## src/rtl/afe4400_spi_master.sv

```systemverilog
// afe4400_spi_master: SPI mode-0 master running 32-bit AFE4400 register frames (addr then data, MSB first).
// Define AFE_READ_SEQ_EN to wrap each read in CONTROL0 SPI_READ set/clear write frames.
module afe4400_spi_master #(
    parameter int ADDR_W  = 8,
    parameter int DATA_W  = 24,
    parameter int CS_HOLD = 2
) (
    input  logic              clk,
    input  logic              rst_n,
    input  logic              start,
    input  logic              rd,
    input  logic [ADDR_W-1:0] addr,
    input  logic [DATA_W-1:0] wdata,
    output logic              busy,
    output logic              done,
    output logic [DATA_W-1:0] rdata,
    output logic              spi_cs_n,
    output logic              spi_sclk,
    output logic              spi_mosi,
    input  logic              spi_miso
);
    localparam int FRAME_W = ADDR_W + DATA_W;
    localparam int CNT_W   = ($clog2(FRAME_W) > 4) ? $clog2(FRAME_W) : 4;
    localparam logic [CNT_W-1:0] LAST_BIT  = CNT_W'(FRAME_W - 1);
    localparam logic [CNT_W-1:0] LAST_HOLD = CNT_W'(CS_HOLD - 1);

    typedef enum logic [2:0] {
        S_IDLE,
        S_SETUP,
        S_SHIFT,
        S_HOLD,
        S_GAP,
        S_DONE
    } state_t;

    state_t             state_q, state_d;
    logic               phase_q, phase_d;   // 0 = SCLK high half, 1 = SCLK low half
    logic [CNT_W-1:0]   cnt_q, cnt_d;
    logic [FRAME_W-1:0] tx_q, tx_d;
    logic [DATA_W-1:0]  rx_q, rx_d;
    logic               rd_q, rd_d;
    logic               smp_q, smp_d;
    logic [DATA_W-1:0]  rdata_d;
    logic               busy_d, done_d, cs_n_d, sclk_d, mosi_d;

`ifdef AFE_READ_SEQ_EN
    localparam logic [FRAME_W-1:0] SPI_READ_SET = FRAME_W'(1);
    logic [1:0]         frm_q, frm_d;
    logic [ADDR_W-1:0]  addr_q, addr_d;
    logic [DATA_W-1:0]  wdata_q, wdata_d;
`endif

    always_comb begin
        state_d = state_q;
        phase_d = phase_q;
        cnt_d   = cnt_q;
        tx_d    = tx_q;
        rx_d    = rx_q;
        rd_d    = rd_q;
        smp_d   = smp_q;
        rdata_d = rdata;
`ifdef AFE_READ_SEQ_EN
        frm_d   = frm_q;
        addr_d  = addr_q;
        wdata_d = wdata_q;
`endif
        case (state_q)
            S_IDLE: begin
                if (start) begin
                    rd_d    = rd;
                    phase_d = 1'b0;
                    cnt_d   = '0;
                    state_d = S_SETUP;
`ifdef AFE_READ_SEQ_EN
                    addr_d  = addr;
                    wdata_d = wdata;
                    frm_d   = 2'd0;
                    smp_d   = 1'b0;
                    tx_d    = rd ? SPI_READ_SET : {addr, wdata};
`else
                    smp_d   = rd;
                    tx_d    = {addr, wdata};
`endif
                end
            end
            S_SETUP: begin
                phase_d = 1'b0;
                state_d = S_SHIFT;
            end
            S_SHIFT: begin
                if (!phase_q) begin
                    // SCLK falls here: capture MISO and present the next MOSI bit
                    phase_d = 1'b1;
                    tx_d    = {tx_q[FRAME_W-2:0], 1'b0};
                    if (smp_q) begin
                        rx_d = {rx_q[DATA_W-2:0], spi_miso};
                    end
                end else begin
                    phase_d = 1'b0;
                    if (cnt_q == LAST_BIT) begin
                        cnt_d   = '0;
                        state_d = S_HOLD;
                    end else begin
                        cnt_d = cnt_q + 1'b1;
                    end
                end
            end
            S_HOLD: begin
                if (cnt_q == LAST_HOLD) begin
                    cnt_d   = '0;
                    state_d = S_DONE;
`ifdef AFE_READ_SEQ_EN
                    if (rd_q && frm_q != 2'd2) begin
                        state_d = S_GAP;
                    end
`endif
                    if (state_d == S_DONE && rd_q) begin
                        rdata_d = rx_q;
                    end
                end else begin
                    cnt_d = cnt_q + 1'b1;
                end
            end
            S_GAP: begin
`ifdef AFE_READ_SEQ_EN
                frm_d   = frm_q + 2'd1;
                phase_d = 1'b0;
                state_d = S_SETUP;
                if (frm_q == 2'd0) begin
                    tx_d  = {addr_q, wdata_q};
                    smp_d = 1'b1;
                end else begin
                    tx_d  = '0;
                    smp_d = 1'b0;
                end
`else
                state_d = S_IDLE;
`endif
            end
            S_DONE: begin
                state_d = S_IDLE;
            end
            default: begin
                state_d = S_IDLE;
            end
        endcase

        busy_d = state_d inside {S_SETUP, S_SHIFT, S_HOLD, S_GAP};
        done_d = (state_d == S_DONE);
        cs_n_d = !(state_d inside {S_SETUP, S_SHIFT, S_HOLD});
        sclk_d = (state_d == S_SHIFT) && !phase_d;
        mosi_d = (state_d inside {S_SETUP, S_SHIFT}) && tx_d[FRAME_W-1];
    end

    always_ff @(posedge clk or negedge rst_n) begin
        if (!rst_n) begin
            state_q  <= S_IDLE;
            phase_q  <= 1'b0;
            cnt_q    <= '0;
            tx_q     <= '0;
            rx_q     <= '0;
            rd_q     <= 1'b0;
            smp_q    <= 1'b0;
            rdata    <= '0;
            busy     <= 1'b0;
            done     <= 1'b0;
            spi_cs_n <= 1'b1;
            spi_sclk <= 1'b0;
            spi_mosi <= 1'b0;
`ifdef AFE_READ_SEQ_EN
            frm_q    <= '0;
            addr_q   <= '0;
            wdata_q  <= '0;
`endif
        end else begin
            state_q  <= state_d;
            phase_q  <= phase_d;
            cnt_q    <= cnt_d;
            tx_q     <= tx_d;
            rx_q     <= rx_d;
            rd_q     <= rd_d;
            smp_q    <= smp_d;
            rdata    <= rdata_d;
            busy     <= busy_d;
            done     <= done_d;
            spi_cs_n <= cs_n_d;
            spi_sclk <= sclk_d;
            spi_mosi <= mosi_d;
`ifdef AFE_READ_SEQ_EN
            frm_q    <= frm_d;
            addr_q   <= addr_d;
            wdata_q  <= wdata_d;
`endif
        end
    end

endmodule

```

## config.mk

```make
export PLATFORM = sky130hd
export DESIGN_NAME = afe4400_spi_master
export DESIGN_NICKNAME = d
export VERILOG_FILES = /design/src/rtl/afe4400_spi_master.sv
export SDC_FILE = /design/constraint.sdc
export NUM_CORES = 1
export LEC_CHECK = 0
export BUFFER_PORTS_ARGS = -buffer_cell sky130_fd_sc_hd__buf_2
export CORE_UTILIZATION = 60
export DETAILED_ROUTE_END_ITERATION = 10
export GPL_TIMING_DRIVEN = 0
export PLACE_DENSITY = 0.81
export SYNTH_ARGS = -nofsm -noshare
export SYNTH_HDL_FRONTEND = slang
export SYNTH_SLANG_ARGS = --single-unit
```

## constraint.sdc

```tcl
create_clock -name clk -period 3.8 [get_ports clk]
set_input_delay 0.38 -clock clk [delete_from_list [all_inputs] [get_ports clk]]
set_output_delay 0.38 -clock clk [all_outputs]
set_load 0.02 [all_outputs]
```

==> impl_results.html <==
<table>
<tr><th>Metric</th><th>Value</th></tr>
<tr><th colspan="2">Outcome</th></tr>
<tr><td>Run status</td><td>complete, no violations</td></tr>
<tr><th colspan="2">Yosys</th></tr>
<tr><td>Synthesis-stage register bit count</td><td>between 90 and 100</td></tr>
<tr><td>EDFF count, synth</td><td>0</td></tr>
<tr><td>Share of the synthesized area in the top cell type</td><td>0.606</td></tr>
<tr><td>Predominant post-synthesis flop cell</td><td>sky130_fd_sc_hd__dfrtp_1</td></tr>
<tr><td>Synth area leaders</td><td>sky130_fd_sc_hd__dfrtp_1, sky130_fd_sc_hd__mux2_2, sky130_fd_sc_hd__nand2_1, sky130_fd_sc_hd__a22oi_1, sky130_fd_sc_hd__mux2_1</td></tr>
<tr><td>Syn_area_per_cell</td><td>approximately 13 um2</td></tr>
<tr><td>Post-synthesis cell area</td><td>between 3000 and 4000 um2</td></tr>
<tr><td>Number of distinct standard cells referenced by the synthesized netlist</td><td>33</td></tr>
<tr><td>Instance count of the mapped netlist</td><td>slightly above 300</td></tr>
<tr><td>Proportion of register bits with asynchronous set or reset after synthesis</td><td>1.00</td></tr>
<tr><td>Number of warnings issued by yosys</td><td>0</td></tr>
<tr><td>Leading area contributor after synthesis</td><td>sky130_fd_sc_hd__dfrtp_1</td></tr>
<tr><td>Sequential cell area fraction in the yosys report</td><td>0.613</td></tr>
<tr><td>Mapped Nets</td><td>around 350</td></tr>
<tr><th colspan="2">Placement</th></tr>
<tr><td>DP Worst Slack</td><td>1.81 ns</td></tr>
<tr><td>Routability congestion estimate</td><td>between 0.8 and 0.9</td></tr>
<tr><td>Sum of net half-perimeters after detailed placement</td><td>between 4000 and 5000 um</td></tr>
<tr><td>IO buf count</td><td>65</td></tr>
<tr><th colspan="2">Timing</th></tr>
<tr><td>Final count of pins violating max slew</td><td>0</td></tr>
<tr><td>Slew HR</td><td>0.667</td></tr>
<tr><td>Final period util</td><td>0.523</td></tr>
<tr><td>Highest attainable clock frequency</td><td>slightly above 0.5 GHz</td></tr>
<tr><td>Slew at the pin closest to its max-slew limit</td><td>just under 0.5 ns</td></tr>
<tr><td>Hold violation count in the final report</td><td>0</td></tr>
<tr><td>Clock skew</td><td>0.00467 ns</td></tr>
<tr><td>Setup TNS</td><td>0 ns</td></tr>
<tr><td>Clock period minus final worst setup slack</td><td>roughly 2 ns</td></tr>
<tr><td>Final setup vio count</td><td>0</td></tr>
<tr><td>RSZ-0062 raised after global routing</td><td>no</td></tr>
<tr><td>Slack of the critical path</td><td>between 1.5 and 2 ns</td></tr>
<tr><th colspan="2">Power and ir drop</th></tr>
<tr><td>Maximum vdd drop</td><td>~440 uV</td></tr>
<tr><td>Static leakage</td><td>~2.4 nW</td></tr>
<tr><td>Pwr dens</td><td>between 600 and 700 nW/um2</td></tr>
<tr><th colspan="2">Floorplan</th></tr>
<tr><td>Core region area</td><td>roughly 6000 um2</td></tr>
<tr><td>Die footprint</td><td>between 6000 and 7000 um2</td></tr>
<tr><td>Ports placed on the boundary</td><td>66</td></tr>
<tr><td>Chip width</td><td>between 80 and 90 um</td></tr>
<tr><td>Initial Util</td><td>0.637</td></tr>
<tr><td>Count of standard-cell rows</td><td>28</td></tr>
<tr><td>Die Span Y</td><td>82.4 um</td></tr>
<tr><th colspan="2">Drt</th></tr>
<tr><td>Pre-Repair DR Iteration Count</td><td>4</td></tr>
<tr><td>Drt via density</td><td>5.47</td></tr>
<tr><td>Wire per inst</td><td>about 15 um</td></tr>
<tr><td>Total vias in the final route</td><td>between 2000 and 3000</td></tr>
<tr><td>Aggregate routed wire length</td><td>approximately 6900 um</td></tr>
<tr><td>Initial drt markers</td><td>154</td></tr>
<tr><td>Count of antenna-violating nets left after detailed routing</td><td>0</td></tr>
<tr><td>DRC violation count after routing</td><td>0</td></tr>
<tr><th colspan="2">Critical path</th></tr>
<tr><td>Critical Path Sink Type</td><td>register</td></tr>
<tr><td>Cells along the critical path</td><td>inv_1 &gt; ha_1 &gt; nand2_2 &gt; nor4_4 &gt; and3_1 &gt; buf_4 &gt; buf_6 &gt; mux2_1</td></tr>
<tr><td>WP data arrival</td><td>2.21 ns</td></tr>
<tr><td>Data required time at the worst endpoint</td><td>between 4 and 5 ns</td></tr>
<tr><td>Capture point of the worst path</td><td>rdata[1]$_DFFE_PN0P_</td></tr>
<tr><td>Largest fanout on the critical path</td><td>10</td></tr>
<tr><td>Reg2reg end</td><td>rdata[1]$_DFFE_PN0P_</td></tr>
<tr><td>Start point of the critical path</td><td>cnt_q[1]$_DFFE_PN0P_</td></tr>
<tr><td>Critical path's slowest cell</td><td>sky130_fd_sc_hd__dfrtp_1</td></tr>
<tr><td>Worst Reg-to-Reg Cells</td><td>8</td></tr>
<tr><td>Register-to-register setup slack</td><td>1.81 ns</td></tr>
<tr><td>Peak per-stage delay on the critical path</td><td>about 0.42 ns</td></tr>
<tr><td>Startpoint of the worst register-to-register path</td><td>cnt_q[1]$_DFFE_PN0P_</td></tr>
<tr><td>Crit path kind</td><td>register to register</td></tr>
<tr><td>Crit start category</td><td>register</td></tr>
<tr><th colspan="2">Job</th></tr>
<tr><td>Max-capacitance violation count</td><td>0</td></tr>
<tr><th colspan="2">Final layout</th></tr>
<tr><td>Inserted Diodes</td><td>0</td></tr>
<tr><td>Share of final-layout standard cells stronger than drive strength 1</td><td>0.321</td></tr>
<tr><td>Final net count</td><td>roughly 430</td></tr>
<tr><td>Syn-to-layout area delta</td><td>17.5%</td></tr>
<tr><th colspan="2">Clocking</th></tr>
<tr><td>TritonCTS clock tree</td><td>built</td></tr>
<tr><td>Clk Latency, worst-skew pair</td><td>approximately 0.34 ns</td></tr>
<tr><td>Clock root buffer</td><td>sky130_fd_sc_hd__clkbuf_8</td></tr>
<tr><td>Clock transition at the register clock pins on the worst setup and hold paths after CTS</td><td>roughly 0.090 ns</td></tr>
<tr><td>Clock buffer count from CTS</td><td>9</td></tr>
<tr><td>CTS H-Tree Depth</td><td>3</td></tr>
<tr><td>Clock Path Buffers</td><td>2</td></tr>
<tr><td>Clock tree sinks</td><td>95</td></tr>
<tr><td>Post-CTS setup buffers</td><td>0</td></tr>
<tr><th colspan="2">GRT</th></tr>
<tr><td>Maximum number of pins on one net before global-route repair</td><td>74</td></tr>
<tr><td>Initial antenna violation count</td><td>0</td></tr>
<tr><td>Global-route congestion overflow total</td><td>0</td></tr>
<tr><td>Tot GR Track Use</td><td>0.228</td></tr>
<tr><td>Vias in the first global route</td><td>approximately 2500</td></tr>
<tr><td>First-pass GRT wire length</td><td>between 10000 and 15000 um</td></tr>
<tr><th colspan="2">Min path</th></tr>
<tr><td>Tightest Hold Check Type</td><td>input pin to register</td></tr>
</table>
[Yosys cell counts, types with 2 or more instances]
cell                         n
sky130_fd_sc_hd__a22oi_1    30
sky130_fd_sc_hd__dfrtp_1    94
sky130_fd_sc_hd__o21ai_0     4
sky130_fd_sc_hd__buf_2       4
sky130_fd_sc_hd__o2bb2ai_1   2
sky130_fd_sc_hd__nand2_1    61
sky130_fd_sc_hd__clkbuf_1    9
sky130_fd_sc_hd__inv_1       4
sky130_fd_sc_hd__and3_1      3
sky130_fd_sc_hd__a211oi_1    2
sky130_fd_sc_hd__mux2_2     29
sky130_fd_sc_hd__buf_4       3
sky130_fd_sc_hd__nor4b_4     2
sky130_fd_sc_hd__a21oi_1     5
sky130_fd_sc_hd__buf_6       2
sky130_fd_sc_hd__nand2b_1    3
sky130_fd_sc_hd__o21bai_1    3
sky130_fd_sc_hd__nand2_2     2
sky130_fd_sc_hd__a22o_1      3
sky130_fd_sc_hd__nor2_1      6
sky130_fd_sc_hd__ha_1        3
sky130_fd_sc_hd__and2_1      2
sky130_fd_sc_hd__mux2_1     20
sky130_fd_sc_hd__nor3_1      2
[layer usage]
layer  vias up  GRT usage  wire length (um)
li1       1224          -                 -
met1      1261      0.296              3110
met2        55      0.378              3420
met3         4     0.0495               320
met4         0     0.0842                40
met5         -          0                 0
[registers in the layout, indices dropped and copies added (netlist names)]
signal	flops
rx_q	24
cnt_q	5
phase_q	1
done	1
spi_mosi	1
tx_q	32
rdata	24
state_q	3
spi_cs_n	1
smp_q	1
spi_sclk	1
busy	1
[per-stage QoR]
| step | power [mW] | cells | instance area (um2) | hold slack, ns | util |
|---|---|---|---|---|---|
| after global routing | 3.28 | 465 | 4560 | 0.260 | 0.748 |
| after CTS | 3.10 | 465 | 4560 | 0.244 | 0.748 |
| after detailed placement | 2.38 | 448 | 4330 | 0.303 | 0.710 |
| after global placement | 2.32 | 447 | 4300 | 0.460 | 0.705 |
| final | 3.07 | 465 | 4560 | 0.258 | 0.748 |
| after floorplan | 2.11 | 307 | 3880 | 0.0844 | - |
[worst min-delay path by stage]
stage / endpoint / slack, ns / depth (start not counted) / from
floorplan: busy$_DFF_PN0_ / 0.08 / 0 / rst_n
global placement: tx_q[13]$_DFFE_PN0P_ / 0.46 / 2 / tx_q[13]$_DFFE_PN0P_
detailed placement: rdata[3]$_DFFE_PN0P_ / 0.30 / 1 / rst_n
CTS: tx_q[0]$_DFFE_PN0P_ / 0.24 / 2 / wdata[0]
global route: tx_q[11]$_DFFE_PN0P_ / 0.26 / 3 / wdata[11]
finish: tx_q[0]$_DFFE_PN0P_ / 0.26 / 2 / wdata[0]
[cell type report]
cell class / count / area, um2
sequential: 95 / 2380
clock buffer: 10 / 128
buffer: 18 / 98.8
multi-input combinational: 190 / 1390
inverter: 4 / 15.0
clock inverter: 6 / 92.6
timing repair buffer: 67 / 365
tap: 75 / 93.8
fill: 428 / 1540
[cell families (layout without fill, tap and decap cells)]
group	Yosys count	in the layout	share of synthesized area
flip-flops	95	95	0.613
AND/OR/NAND/NOR	86	86	0.108
AO/OA/AOI/OAI	52	52	0.0977
multiplexers	49	49	0.142
buffers and inverters	22	105	0.0293
adder cells (fa/ha/maj)	3	3	0.00967
[worst max-delay path: cells and delay by family, from the launching register on]
family                     cells  cell delay (ns)
and+or+nand+nor                3             0.59
adders and majority gates      1             0.15
muxes                          1             0.34
DFF                            1             0.42
buffers and inverters          3             0.38
[power by group]
| group | leakage (nW) | switching (mW) | total, mW | internal [mW] |
|---|---|---|---|---|
| combinational | 1.09 | 0.531 | 0.908 | 0.377 |
| clock | 0.104 | 0.340 | 0.716 | 0.376 |
| sequential | 1.25 | 0.155 | 1.44 | 1.29 |
[cell usage in the layout, fill, tap and decap left out, types with 3 or more instances in the layout]
master	synthesis	layout
sky130_fd_sc_hd__and3_1	3	3
sky130_fd_sc_hd__nor2_1	6	6
sky130_fd_sc_hd__ha_1	3	3
sky130_fd_sc_hd__o21ai_0	4	4
sky130_fd_sc_hd__clkbuf_1	9	10
sky130_fd_sc_hd__a21oi_1	5	5
sky130_fd_sc_hd__nand2b_1	3	3
sky130_fd_sc_hd__buf_2	4	68
sky130_fd_sc_hd__nand2_1	61	61
sky130_fd_sc_hd__buf_4	3	4
sky130_fd_sc_hd__a22o_1	3	3
sky130_fd_sc_hd__clkbuf_8	0	9
sky130_fd_sc_hd__mux2_1	20	20
sky130_fd_sc_hd__o21bai_1	3	3
sky130_fd_sc_hd__a22oi_1	30	30
sky130_fd_sc_hd__mux2_2	29	29
sky130_fd_sc_hd__dfrtp_1	94	94
sky130_fd_sc_hd__inv_1	4	4
[timing repair]
action                                 CTS  global route
endpoints found under the hold margin   21             0
hold buffers                             1             0
gates resized for setup                  0             0
No activity file was read; power rests on OpenSTA's default activity.
